## config.mk

```make
export PLATFORM = sky130hd
export DESIGN_NAME = branch_pc_unit
export DESIGN_NICKNAME = d
export VERILOG_FILES = /design/src/rtl/branch_pc_unit.sv
export SDC_FILE = /design/constraint.sdc
export NUM_CORES = 1
export LEC_CHECK = 0
export BUFFER_PORTS_ARGS = -buffer_cell sky130_fd_sc_hd__buf_2
export CAP_MARGIN = 15
export CORE_UTILIZATION = 40
export CTS_CLUSTER_SIZE = 14
export DETAILED_ROUTE_END_ITERATION = 10
export MAX_ROUTING_LAYER = met4
export SYNTH_ARGS = -nofsm -noshare
export SYNTH_HDL_FRONTEND = slang
export SYNTH_SLANG_ARGS = --single-unit
```

## constraint.sdc

```tcl
create_clock -name clk -period 3.45 [get_ports clk]
set_input_delay 0.69 -clock clk [delete_from_list [all_inputs] [get_ports clk]]
set_output_delay 0.69 -clock clk [all_outputs]
set_load 0.005 [all_outputs]
```

## src/rtl/branch_pc_unit.sv

```systemverilog
// Next-PC stage for the single-cycle RV32I core: branch/JAL/JALR resolve, misaligned trap, branch stats.
// Redirect lands on pc one edge after presentation; stall freezes pc/epc/counters and drops trap.
module branch_pc_unit #(
    parameter logic [31:0] RESET_PC = 32'h0000_0000,
    parameter logic [31:0] TRAP_VEC = 32'h0000_0100,
    parameter int          CNT_W    = 16
) (
    input  logic             clk,
    input  logic             rst,
    input  logic             stall,
    input  logic             branch,
    input  logic             jal,
    input  logic             jalr,
    input  logic [2:0]       funct3,
    input  logic             a_lt_b,
    input  logic             a_ltu_b,
    input  logic             a_eq_b,
    input  logic [31:0]      imm,
    input  logic [31:0]      rs1_data,
    output logic [31:0]      pc,
    output logic [31:0]      pc_plus4,
    output logic             taken,
    output logic             trap,
    output logic [31:0]      epc,
    output logic [CNT_W-1:0] br_cnt,
    output logic [CNT_W-1:0] tk_cnt
);

    typedef struct packed {
        logic jalr;
        logic jal;
        logic br;
    } sel_t;

    localparam logic [CNT_W-1:0] CNT_MAX = {CNT_W{1'b1}};
    localparam logic [CNT_W-1:0] CNT_ONE = {{(CNT_W-1){1'b0}}, 1'b1};

    logic [31:0]      pc_q, pc_d;
    logic [31:0]      epc_q, epc_d;
    logic             trap_q, trap_d;
    logic [CNT_W-1:0] br_cnt_q, br_cnt_d;
    logic [CNT_W-1:0] tk_cnt_q, tk_cnt_d;

    sel_t        sel;
    logic        cond;
    logic [31:0] jalr_sum;
    logic [31:0] target;
    logic        misaligned;

    // Only the highest-priority control is allowed to act.
    always_comb begin
        sel      = '0;
        sel.jalr = jalr;
        sel.jal  = jal & ~jalr;
        sel.br   = branch & ~jal & ~jalr;
    end

    always_comb begin
        cond = 1'b0;
        case (funct3)
            3'b000:  cond = a_eq_b;
            3'b001:  cond = ~a_eq_b;
            3'b100:  cond = a_lt_b;
            3'b101:  cond = ~a_lt_b;
            3'b110:  cond = a_ltu_b;
            3'b111:  cond = ~a_ltu_b;
            default: cond = 1'b0;
        endcase
    end

    always_comb begin
        jalr_sum   = rs1_data + imm;
        taken      = sel.jalr | sel.jal | (sel.br & cond);
        target     = sel.jalr ? {jalr_sum[31:1], 1'b0} : (pc_q + imm);
        misaligned = taken & (target[1:0] != 2'b00);
    end

    always_comb begin
        pc_d     = pc_q;
        epc_d    = epc_q;
        trap_d   = 1'b0;
        br_cnt_d = br_cnt_q;
        tk_cnt_d = tk_cnt_q;
        if (!stall) begin
            if (misaligned) begin
                pc_d   = TRAP_VEC;
                epc_d  = pc_q;
                trap_d = 1'b1;
            end else if (taken) begin
                pc_d = target;
            end else begin
                pc_d = pc_q + 32'd4;
            end
            if (sel.br) begin
                if (br_cnt_q != CNT_MAX) begin
                    br_cnt_d = br_cnt_q + CNT_ONE;
                end
                // A taken branch that traps did not actually redirect.
                if (cond && !misaligned && tk_cnt_q != CNT_MAX) begin
                    tk_cnt_d = tk_cnt_q + CNT_ONE;
                end
            end
        end
    end

    always_ff @(posedge clk or posedge rst) begin
        if (rst) begin
            pc_q     <= RESET_PC;
            epc_q    <= 32'h0;
            trap_q   <= 1'b0;
            br_cnt_q <= '0;
            tk_cnt_q <= '0;
        end else begin
            pc_q     <= pc_d;
            epc_q    <= epc_d;
            trap_q   <= trap_d;
            br_cnt_q <= br_cnt_d;
            tk_cnt_q <= tk_cnt_d;
        end
    end

    always_comb begin
        pc       = pc_q;
        pc_plus4 = pc_q + 32'd4;
        trap     = trap_q;
        epc      = epc_q;
        br_cnt   = br_cnt_q;
        tk_cnt   = tk_cnt_q;
    end

endmodule

```

==> Word level (Yosys, flattened, before mapping) <==
Cells that the tools add are included.
{ "word_totals": {"register_bits": 97, "output_inout_bits": 130} }
{ "classes": {"bitwise": 13, "n_reduce_logical": 8, "add_sub_neg": 5, "n_eq_ne": 7, "mux": 6} }
{ "ops": {"columns": ["op", "count"], "rows": [
  ["$mux W32", 3],
  ["$add A32 B32 Y32", 2],
  ["$add A16 B1 Y16 const B", 2],
  ["$add A32 B3 Y32 const B", 1],
  ["$ne A16 B16 Y1 const B", 2],
  ["$eq A3 B3 Y1 const B", 4],
  ["$not A1 Y1", 6],
  ["$pmux W1 S6", 1],
  ["$reduce_and A3 Y1", 2],
  ["$and A1 B1 Y1", 5],
  ["$eq A3 B1 Y1 const B", 1],
  ["$logic_not A3 Y1", 1],
  ["$logic_and A1 B1 Y1", 2],
  ["$mux W1", 2],
  ["$or A1 B1 Y1", 2],
  ["$reduce_and A2 Y1", 1],
  ["$reduce_bool A2 Y1", 1],
  ["$logic_not A1 Y1", 1]
]} }

==> Longest topological paths before layout <==
{ "depth": {"ltp_word": 10, "mapped_depth": 12, "depth_no_buf": 12} }

==> Worst setup path before layout <==
Ideal clock, no wire load.
{ "synth_path": {"kind": "input -> register", "start": "input port imm[0]", "end": "register pc_q[24], in the netlist pc[24]", "n_path_buf": 0, "path_slack_ns": 0.304, "setup_ns": 0.126, "cell_stages": 12, "t_arrival_ns": 3.020, "required_time_ns": 3.324, "path_cell_list": "ha_1 > inv_1 > fa_1 > nor2b_1 > o2111ai_1 > nand2_1 > a211oi_2 > o41ai_1 > a221o_1 > a31oi_2 > xnor2_1 > a221o_1"} }
{ "synth_between": {"elab_chain_cells": 5} }
{ "synth_rtl": {"columns": ["element", "line", "rtl"], "rows": [
  ["start: declaration", "18", "input logic [31:0] imm,"],
  ["$add A32 B32 Y32 (on tied branches)", "74, 72", null],
  ["$mux W32 (*)", "74", "target = sel.jalr ? {jalr_sum[31:1], 1'b0} : (pc_q + imm);"],
  ["$reduce_bool A2 Y1", "75", "misaligned = taken & (target[1:0] != 2'b00);"],
  ["$and A1 B1 Y1", "75", null],
  ["$mux W32 (*)", "85", "if (misaligned) begin"],
  ["end signal: assignment", "114", "pc_q <= pc_d;"],
  ["end: declaration", "38", "logic [31:0] pc_q, pc_d;"]
]} }
Mark *: on every way between the ends. The rest lies on a longest branch, timed or not.
A chain may end at the register's enable or synchronous reset.

==> Worst setup path in the final report <==
{ "layout_path": {"start": "register pc_q[3], in the netlist pc[3]", "end": "output port pc_plus4[17]"} }
{ "layout_between": {"elab_chain_cells": 1} }
{ "layout_rtl": {"columns": ["element", "line", "rtl"], "rows": [
  ["$add A32 B3 Y32", "124", "pc_plus4 = pc_q + 32'd4;"],
  ["end: declaration", "21", "output logic [31:0] pc_plus4,"]
]} }
Every way passes these cells.

==> load_flow_metrics.sql <==
INSERT INTO impl_metrics (metric_group, metric, value, unit) VALUES
('cts', 'h_tree_levels', '3', ''),
('worst_hold_path', 'hold_class', 'primary input to asynchronous set/reset pin', ''),
('cts', 'cts_made_buffers', '9', ''),
('worst_setup_path', 'critPathArrivalTime', '2.55', 'ns'),
('yosys', 'syn-instance-count', '941', ''),
('pwr', 'cellPowerDensity', '454', 'nW/um2'),
('sta', 'fin_worst_skew', '0.00863', 'ns'),
('cts', 'tritoncts', 'done', ''),
('yosys', 'synth_seq_cells', '97', ''),
('place', 'portBuffers', '205', ''),
('yosys', 'number_of_flops_mapped_to_enable_cells_by_yosys', '0', ''),
('yosys', 'synthMostInstantiatedCell', 'sky130_fd_sc_hd__dfrtp_1', ''),
('sta', 'maxSlewHeadroom', '49.4', '%'),
('cts', 'clkSlewWorstSetupHoldPaths', '0.07', 'ns'),
('sta', 'finalHoldViolations', '0', ''),
('cts', 'cts_setup_buffers', '0', ''),
('worst_setup_path', 'worstSetupPathType', 'flip-flop to primary output', ''),
('route', 'detail_route.wl_per_cell', '18.0', 'um'),
('sta', 'rsz0062_at_grt', 'no', ''),
('place', 'gpl.final_weighted_congestion', '0.923', ''),
('worst_setup_path', 'cpPeakStageDelay', '0.49', 'ns'),
('global_routing', 'grt_pass1_vias', '7801', ''),
('final_layout', 'layout.nets', '1348', ''),
('route', 'drc', '0', ''),
('final_layout', 'insertedDiodeCount', '0', ''),
('final_layout', 'final-instance-count-excl-fill', '1476', ''),
('global_routing', 'track_usage', '26.0', '%'),
('yosys', 'yosysSeqAreaShare', '29.7', '%'),
('yosys', 'synth_top_area_cell', 'sky130_fd_sc_hd__dfrtp_1', ''),
('route', 'postRouteAntennaNets', '0', ''),
('cts', 'cts_buffer_depth', '2', ''),
('run_status', 'outcome', 'completed', ''),
('route', 'vias_per_cell', '5.58', ''),
('yosys', 'synthesis.area_per_instance', '8.70', 'um2'),
('yosys', 'synthDistinctLibCells', '66', ''),
('sta', 'final-setup-viol-count', '0', ''),
('final_layout', 'fillCellCount', '1934', ''),
('yosys', 'asyncSetResetFlopFracSynth', '100', '%'),
('route', 'drt_iter0_markers', '564', ''),
('place', 'post-place-cells', '1460', ''),
('final_layout', 'stdcell_area', '10400', 'um2'),
('place', 'placed_cell_area', '10000', 'um2'),
('cts', 'cts_resized', '0', ''),
('cts', 'cts_sinks', '97', ''),
('sta', 'fmax', '308', 'MHz'),
('worst_setup_path', 'start_kind', 'flip-flop', ''),
('global_routing', 'grt_start_max_net_pins', '58', ''),
('sta', 'timing.final.crit_share', '94.1', '%'),
('cts', 'cts.hold.buffers_added', '0', ''),
('yosys', 'syn_area', '8190', 'um2'),
('cts', 'clkLatencyLatePin', '0.36', 'ns'),
('global_routing', 'total_grt_overflow', '0', ''),
('global_routing', 'grt_first_pass_wirelength', '41900', 'um'),
('worst_setup_path', 'cp_max_fo', '7', ''),
('final_layout', 'layout-area-overhead-vs-synth', '26.6', '%'),
('floorplan', 'dieArea', '21000', 'um2'),
('cts', 'clk_root_buffer_cell', 'sky130_fd_sc_hd__clkbuf_16', ''),
('floorplan', 'die_y', '145', 'um'),
('yosys', 'mappedNetlistNets', '1083', ''),
('pwr', 'peakVddDrop', '0.258', 'mV'),
('floorplan', 'pin_count', '206', ''),
('route', 'drt_pre_antenna_iters', '5', ''),
('yosys', 'synth.top_cells.by_count', 'sky130_fd_sc_hd__dfrtp_1 (97), sky130_fd_sc_hd__nand2_1 (85), sky130_fd_sc_hd__a21oi_1 (74)', ''),
('global_routing', 'grt_antenna_before_repair', '0', ''),
('floorplan', 'floorplan.initialDensity', '41.4', '%'),
('floorplan', 'chipWidth', '145', 'um'),
('worst_setup_path', 'crit_path_end_kind', 'primary output', ''),
('yosys', 'top_area_cells_in_the_synthesized_netlist', 'sky130_fd_sc_hd__dfrtp_1 (30%), sky130_fd_sc_hd__ha_1 (9.8%), sky130_fd_sc_hd__xnor2_1 (6.6%), sky130_fd_sc_hd__xor2_1 (5.1%), sky130_fd_sc_hd__mux2_2 (5.0%)', ''),
('worst_setup_path', 'critical-path-slowest-cell', 'sky130_fd_sc_hd__dfrtp_1', ''),
('yosys', 'count_of_warnings_emitted_by_yosys', '0', ''),
('yosys', 'ys_flop_type', 'sky130_fd_sc_hd__dfrtp_1', '');
-- cells by family (layout without fill, tap and decap cells) --
kind of cell,after synthesis,after routing,synth area share (%)
xor+xnor,110,110,11.8
compound gates,274,274,22.4
fa+ha+maj,66,66,10.3
simple gates,292,292,17.3
mux,43,43,5.81
flops,97,97,29.7
buf+inv,59,329,2.87
-- worst paths after layout --
check	from	to	slack (ns)	depth (start not counted)
worst max-delay path	pc[3]$_DFFE_PP0N_	pc_plus4[17]	0.21	7
worst min-delay path	rst	tk_cnt[0]$_DFFE_PP0P_	0.46	2
worst max register to register	pc[0]$_DFFE_PP0P_	pc[28]$_DFFE_PP0N_	0.26	14
worst min register to register	tk_cnt[11]$_DFFE_PP0P_	tk_cnt[11]$_DFFE_PP0P_	0.49	1
max in group asynchronous	rst	pc[4]$_DFFE_PP0N_	2.27	3
min in group clk	tk_cnt[11]$_DFFE_PP0P_	tk_cnt[11]$_DFFE_PP0P_	0.49	1
-- cells in the final DEF, fill, tap and decap left out, drive strengths merged, types with 6 or more instances in the layout --
cell and n:
a211o 6, a211oi 9, a21o 50, a21oi 74, a22oi 7, a31oi 11, and3 23, buf 285
clkbuf 12, dfrtp 97, ha 64, inv 30, mux2 36, mux2i 7, nand2 85, nand2b 13
nand3 32, nand3b 6, nand4 15, nor2 68, nor3 17, o211ai 9, o21ai 51, o221ai 6
or2 6, xnor2 62, xor2 48
-- state kept, by name, indices dropped and copies added (netlist names) --
register	flops
trap	1
epc	32
br_cnt	16
tk_cnt	16
pc	32
-- report_power, final --
part	switching [mW]	internal [mW]
combinational	1.06	0.975
sequential	0.213	1.32
clock	0.503	0.630
total	1.78	2.93
-- through the flow --
step	utilization [%]	worst slack (ns)	hold WS [ns]	power, mW
final	52.4	0.205	0.461	4.71
after global routing	52.4	0.0223	0.517	5.00
after CTS	52.4	0.110	0.494	4.72
after detailed placement	50.8	-0.0680	0.484	3.57
after global placement	50.8	-0.0748	0.479	3.56
after floorplan	-	0.226	0.477	2.74
-- area by class of cell --
cell class	count	area, um2	share of cell area [%]
multi-input cells	785	5540	53.4
clock inverters	4	56.3	0.543
well taps	265	332	3.20
flip-flops and latches	97	2430	23.4
repair buffers	285	1640	15.8
inverters	28	108	1.04
clock buffers	12	267	2.57
-- metal layers --
metal  up-vias  track usage (%)  part of all wire (%)  wire [um]
li1       3988                -                     -          -
met1      3904             35.1                    47      12500
met2       303             39.9                    44      11800
met3        39             4.15                   6.6       1760
met4         0             8.42                   2.2        595
met5         -                -                     0          0
-- critical path: cells and delay by family (launching register included) --
kind,cells,cell delay [ns]
simple gates,4,1.00
flops,1,0.49
xor+xnor,1,0.29
buf+inv,2,0.40
Power figures use the tool's default switching activity.
